--- config.mk ---
export PLATFORM = sky130hd
export DESIGN_NAME = branch_resolve_ctrl
export DESIGN_NICKNAME = d
export VERILOG_FILES = /design/src/rtl/branch_resolve_ctrl.sv
export SDC_FILE = /design/constraint.sdc
export NUM_CORES = 1
export LEC_CHECK = 0
export CORE_MARGIN = 10
export CORE_UTILIZATION = 25
export DETAILED_ROUTE_END_ITERATION = 12
export MAX_ROUTING_LAYER = met4
export SLEW_MARGIN = 25
export SYNTH_ARGS = -nofsm -noshare
export SYNTH_HDL_FRONTEND = slang
export SYNTH_SLANG_ARGS = --single-unit
--- constraint.sdc ---
create_clock -name clk -period 9.3 [get_ports clk]
set_clock_uncertainty 0.1 [all_clocks]
set_input_delay 1.86 -clock clk [delete_from_list [all_inputs] [get_ports clk]]
set_output_delay 1.86 -clock clk [all_outputs]
set_load 0.05 [all_outputs]
--- src/rtl/branch_resolve_ctrl.sv ---
// ID-stage branch resolution: operand-wait stall, Mealy condition evaluation,
// a single redirect per branch, saturating statistics and a sticky wait watchdog.
module branch_resolve_ctrl #(
   parameter int CNT_W    = 16,
   parameter int MAX_WAIT = 8
) (
   input  logic             clk,
   input  logic             rst_n,
   input  logic             id_valid,
   input  logic             id_flush,
   input  logic [4:0]       id_alucode,
   input  logic [31:0]      id_pc,
   input  logic [31:0]      id_imm,
   input  logic [31:0]      rs_data,
   input  logic [31:0]      rt_data,
   input  logic             rs_ready,
   input  logic             rt_ready,
   input  logic             stall_in,
   output logic             stall_id,
   output logic             redirect_valid,
   output logic [31:0]      redirect_pc,
   output logic             flush_if,
   output logic [CNT_W-1:0] branch_cnt,
   output logic [CNT_W-1:0] taken_cnt,
   output logic             wait_err
);

   localparam int WAIT_W = $clog2(MAX_WAIT + 1);
   localparam logic [WAIT_W-1:0] WAIT_LIM = WAIT_W'(MAX_WAIT);

   typedef enum logic [1:0] {IDLE, WAIT, HOLD} state_e;

   state_e             state_q, state_d;
   logic [WAIT_W-1:0]  wait_cnt_q, wait_cnt_d;
   logic               wait_err_q, wait_err_d;
   logic [CNT_W-1:0]   branch_cnt_q, branch_cnt_d;
   logic [CNT_W-1:0]   taken_cnt_q, taken_cnt_d;

   logic is_br, two_op, br, ready, taken, resolve, stall;
   logic rs_eq, rs_zero, rs_neg;

   always_comb begin
      is_br  = (id_alucode >= 5'b01010) && (id_alucode <= 5'b01111);
      two_op = (id_alucode == 5'b01010) || (id_alucode == 5'b01011);
   end

   assign br      = id_valid & ~id_flush & is_br;
   assign ready   = rs_ready & (rt_ready | ~two_op);
   assign rs_eq   = (rs_data == rt_data);
   assign rs_zero = (rs_data == 32'd0);
   assign rs_neg  = rs_data[31];

   always_comb begin
      taken = 1'b0;
      case (id_alucode)
         5'b01010: taken = rs_eq;
         5'b01011: taken = ~rs_eq;
         5'b01100: taken = ~rs_neg;
         5'b01101: taken = ~rs_neg & ~rs_zero;
         5'b01110: taken = rs_neg | rs_zero;
         5'b01111: taken = rs_neg;
         default:  taken = 1'b0;
      endcase
   end

   always_comb begin
      state_d    = state_q;
      wait_cnt_d = wait_cnt_q;
      wait_err_d = wait_err_q;
      stall      = 1'b0;
      resolve    = 1'b0;
      case (state_q)
         IDLE: begin
            if (br && !ready) begin
               stall      = 1'b1;
               state_d    = WAIT;
               wait_cnt_d = '0;
            end else if (br) begin
               resolve = 1'b1;
               if (stall_in) state_d = HOLD;
            end
         end
         WAIT: begin
            if (!br) begin
               state_d = IDLE;
            end else if (ready) begin
               resolve = 1'b1;
               state_d = stall_in ? HOLD : IDLE;
            end else begin
               stall = 1'b1;
               if (wait_cnt_q < WAIT_LIM) wait_cnt_d = wait_cnt_q + 1'b1;
               // err sets on the edge where wait_cnt becomes MAX_WAIT
               if (wait_cnt_q >= WAIT_LIM - 1'b1) wait_err_d = 1'b1;
            end
         end
         HOLD: begin
            if (!stall_in) state_d = IDLE;
         end
         default: state_d = IDLE;
      endcase
      if (id_flush) begin
         state_d    = IDLE;
         wait_cnt_d = '0;
      end
   end

   always_comb begin
      branch_cnt_d = branch_cnt_q;
      taken_cnt_d  = taken_cnt_q;
      if (resolve) begin
         if (branch_cnt_q != '1) branch_cnt_d = branch_cnt_q + 1'b1;
         if (taken && taken_cnt_q != '1) taken_cnt_d = taken_cnt_q + 1'b1;
      end
   end

   always_ff @(posedge clk or negedge rst_n) begin
      if (!rst_n) begin
         state_q      <= IDLE;
         wait_cnt_q   <= '0;
         wait_err_q   <= 1'b0;
         branch_cnt_q <= '0;
         taken_cnt_q  <= '0;
      end else begin
         state_q      <= state_d;
         wait_cnt_q   <= wait_cnt_d;
         wait_err_q   <= wait_err_d;
         branch_cnt_q <= branch_cnt_d;
         taken_cnt_q  <= taken_cnt_d;
      end
   end

   // Mealy outputs are gated by rst_n so they drop the instant reset asserts.
   assign stall_id       = stall & rst_n;
   assign redirect_valid = resolve & taken & rst_n;
   assign flush_if       = resolve & taken & rst_n;
   assign redirect_pc    = id_pc + 32'd4 + {id_imm[29:0], 2'b00};
   assign branch_cnt     = branch_cnt_q;
   assign taken_cnt      = taken_cnt_q;
   assign wait_err       = wait_err_q;

endmodule

==> flow_summary.ini <==
[worst_setup_path]
arrival_ns = 5.86
start_kind = input port
required_ns = 7.34
r2r_cells = 7
crit_fanout = 4
reg2reg_to = taken_cnt[1]$_DFFE_PN0P_
end_kind = output pin
startpoint = id_pc[3]
critPathKind = input port to output pin
reg2reg_from = state_q[1]$_DFFE_PN0P_
reg2reg_slack_ns = 6.88

[sta]
final.setup.tns_ns = 0
period_share = 0.841
hold_viol = 0
maxSlewViolCount = 0
clock.fmax_ghz = 0.128
rsz0062_at_grt = false
slew_headroom = 0.423
period_minus_slack_ns = 7.82
layout_setup_ws_ns = 1.48
fin_hold_ws_ns = 0.383
finalSetupViolations = 0
tightest_slew_ns = 0.866

[logic_synthesis]
yosysMostFrequentCell = ha_1
synth_common_cells = ha_1, xnor2_1, xor2_1
yosys-top-cells-area = dfrtp_1, ha_1, xnor2_1
avgSynthCellArea_sq_um = 9.37
netlist_instances = 443
ys_types = 64
yosysSeqAreaShare = 0.235
synth_warnings = 0
synth_edf_count = 0
synth_nets = 644
netlist.area_leader.share = 0.235
ys.flop_type = dfrtp_1
syn-cell-area_sq_um = 4150
synthArstFlopShare = 1.00
ys_ff_latch = 39
yosys.area.top_type = dfrtp_1

[detailed_routing]
drc = 0
detail-route-antenna-nets = 0
wl_per_cell_um = 15.8
vias = 4045
drtIter0Drc = 117
drt_pre_antenna_iters = 4
drt-vias-per-instance = 4.68
wl_mm = 13.6

[cts]
clkSlewWorstSetupHoldPaths_ns = 0.06
cts_hold_buf = 0
clockBufferDepth = 2
cts_buffers = 5
clock_latency_ns = 0.28
cts_tree = done
cts_resized = 0
cts_setup_buffers = 0
clock-sinks = 39
htree_levels = 2
root_buffer = clkbuf_16

[floorplan]
die-area_sq_um = 22200
ios = 208
initial_core_util = 0.253
num_rows = 47
die_w_um = 149
die_h_um = 149
coreArea_sq_um = 16400

[place]
port_buffers = 201
hpwl_mm = 11.9
gp_congestion = 0.794
dp_worst_setup_slack_ns = 1.47
placed_area_sq_um = 6390

[finish]
n_fill_cell = 1604
antennaDiodeCount = 0
fin_area_sq_um = 6560
drive_gt1_frac = 0.0419
nets = 844
post-route-util = 0.400
syn_to_final_growth_pct = 58.0

[grt]
met2_usage = 0.226
antenna_found_initial = 0
grt_overflow_total = 0
grt.total_usage = 0.120
grt_max_degree = 41
use_met1 = 0.131
grt_pass1_vias = 4339
grt_busiest_layer = met2
grt_pass1_wl_mm = 21.8
grt_util_met3 = 0.0155

[power_and_ir_drop]
p_per_area_nw_per_um2 = 134
power_leakage_nw = 2.85
ir_drop_uv = 151

[status]
outcome = complete, no violations

[worst_hold_path]
min_path_cells = 1
hp-start = taken_cnt[5]$_DFFE_PN0P_
hold_end = taken_cnt[5]$_DFFE_PN0P_
hold_class = register to register

[run]
drv_cap = 0
## worst max path at each step
| stage | cells after the start | slack (ns) | end |
|---|---|---|---|
| 5_1_grt | 13 | 1.17 | redirect_pc[29] |
| 6_report | 13 | 1.48 | redirect_pc[29] |
| 2_1_floorplan | 11 | 2.56 | redirect_pc[25] |
| 4_1_cts | 13 | 1.45 | redirect_pc[29] |
| 3_5_place_dp | 13 | 1.47 | redirect_pc[29] |
| 3_3_place_gp | 13 | 1.54 | redirect_pc[29] |
## placed cells by master (no fill, tap or decap), types with 5 or more instances in the layout
cell type / count
inv_1: 16
nand3_1: 10
o211ai_1: 5
o21ai_0: 13
nor2_1: 17
dfrtp_1: 39
clkbuf_16: 5
o21a_1: 7
nand4_1: 18
xnor2_1: 46
nor4_1: 17
a21o_1: 15
clkdlybuf4s50_1: 200
xor2_1: 45
ha_1: 60
o21bai_1: 7
nand2_1: 24
a21oi_1: 20
and3_1: 13
## cell type report
type / instances / area, sq um / area share
Inverter: 16 / 60.1 / 0.00916
Clock buffer: 6 / 139 / 0.0212
Tap cell: 220 / 275 / 0.0420
Sequential cell: 39 / 976 / 0.149
Multi-Input combinational cell: 380 / 3070 / 0.468
Clock inverter: 2 / 35.0 / 0.00534
Timing Repair Buffer: 201 / 2010 / 0.306
## report_power, final
group          switching (mW)  leakage [nW]  internal, mW
Clock                  0.0652        0.0868         0.133
Combinational           0.289          2.23         0.204
Sequential            0.00829         0.536         0.176
## worst max-delay path, stage by stage
cell and delay [ns]:
clkdlybuf4s50_1 0.40, ha_1 0.29, ha_1 0.24, fa_1 0.42, a21oi_1 0.23, o21ai_1 0.15, o22ai_2 0.29, o31ai_2 0.15
a2111oi_4 0.44, o21ai_2 0.13, o41ai_2 0.26, xnor2_1 0.16, clkdlybuf4s50_1 0.83
## flip-flops by register name, summed over array words and instances (netlist names)
register,count
branch_cnt,16
state_q,2
taken_cnt,16
wait_cnt_q,4
wait_err,1
## per-layer routing
metal / part of all wire / wire [um]
met5: 0 / 0
met4: 0.012 / 167
met3: 0.033 / 449
met2: 0.55 / 7560
met1: 0.40 / 5460
## through the flow
stage,power (mW),std cells
2_1_floorplan,0.499,443
3_3_place_gp,0.680,856
3_5_place_dp,0.685,856
4_1_cts,0.887,864
5_1_grt,0.923,864
6_report,0.877,864
## kinds of logic (layout without fill, tap and decap cells)
kind of cell / count (synthesis) / in the layout / share of synthesized area
mux: 5 / 5 / 0.0130
buf+inv: 24 / 225 / 0.0262
xor+xnor: 91 / 91 / 0.192
compound gates: 104 / 104 / 0.195
fa+ha+maj: 61 / 61 / 0.186
simple gates: 119 / 119 / 0.153
flops: 39 / 39 / 0.235
(Power assumes the default switching activity.)
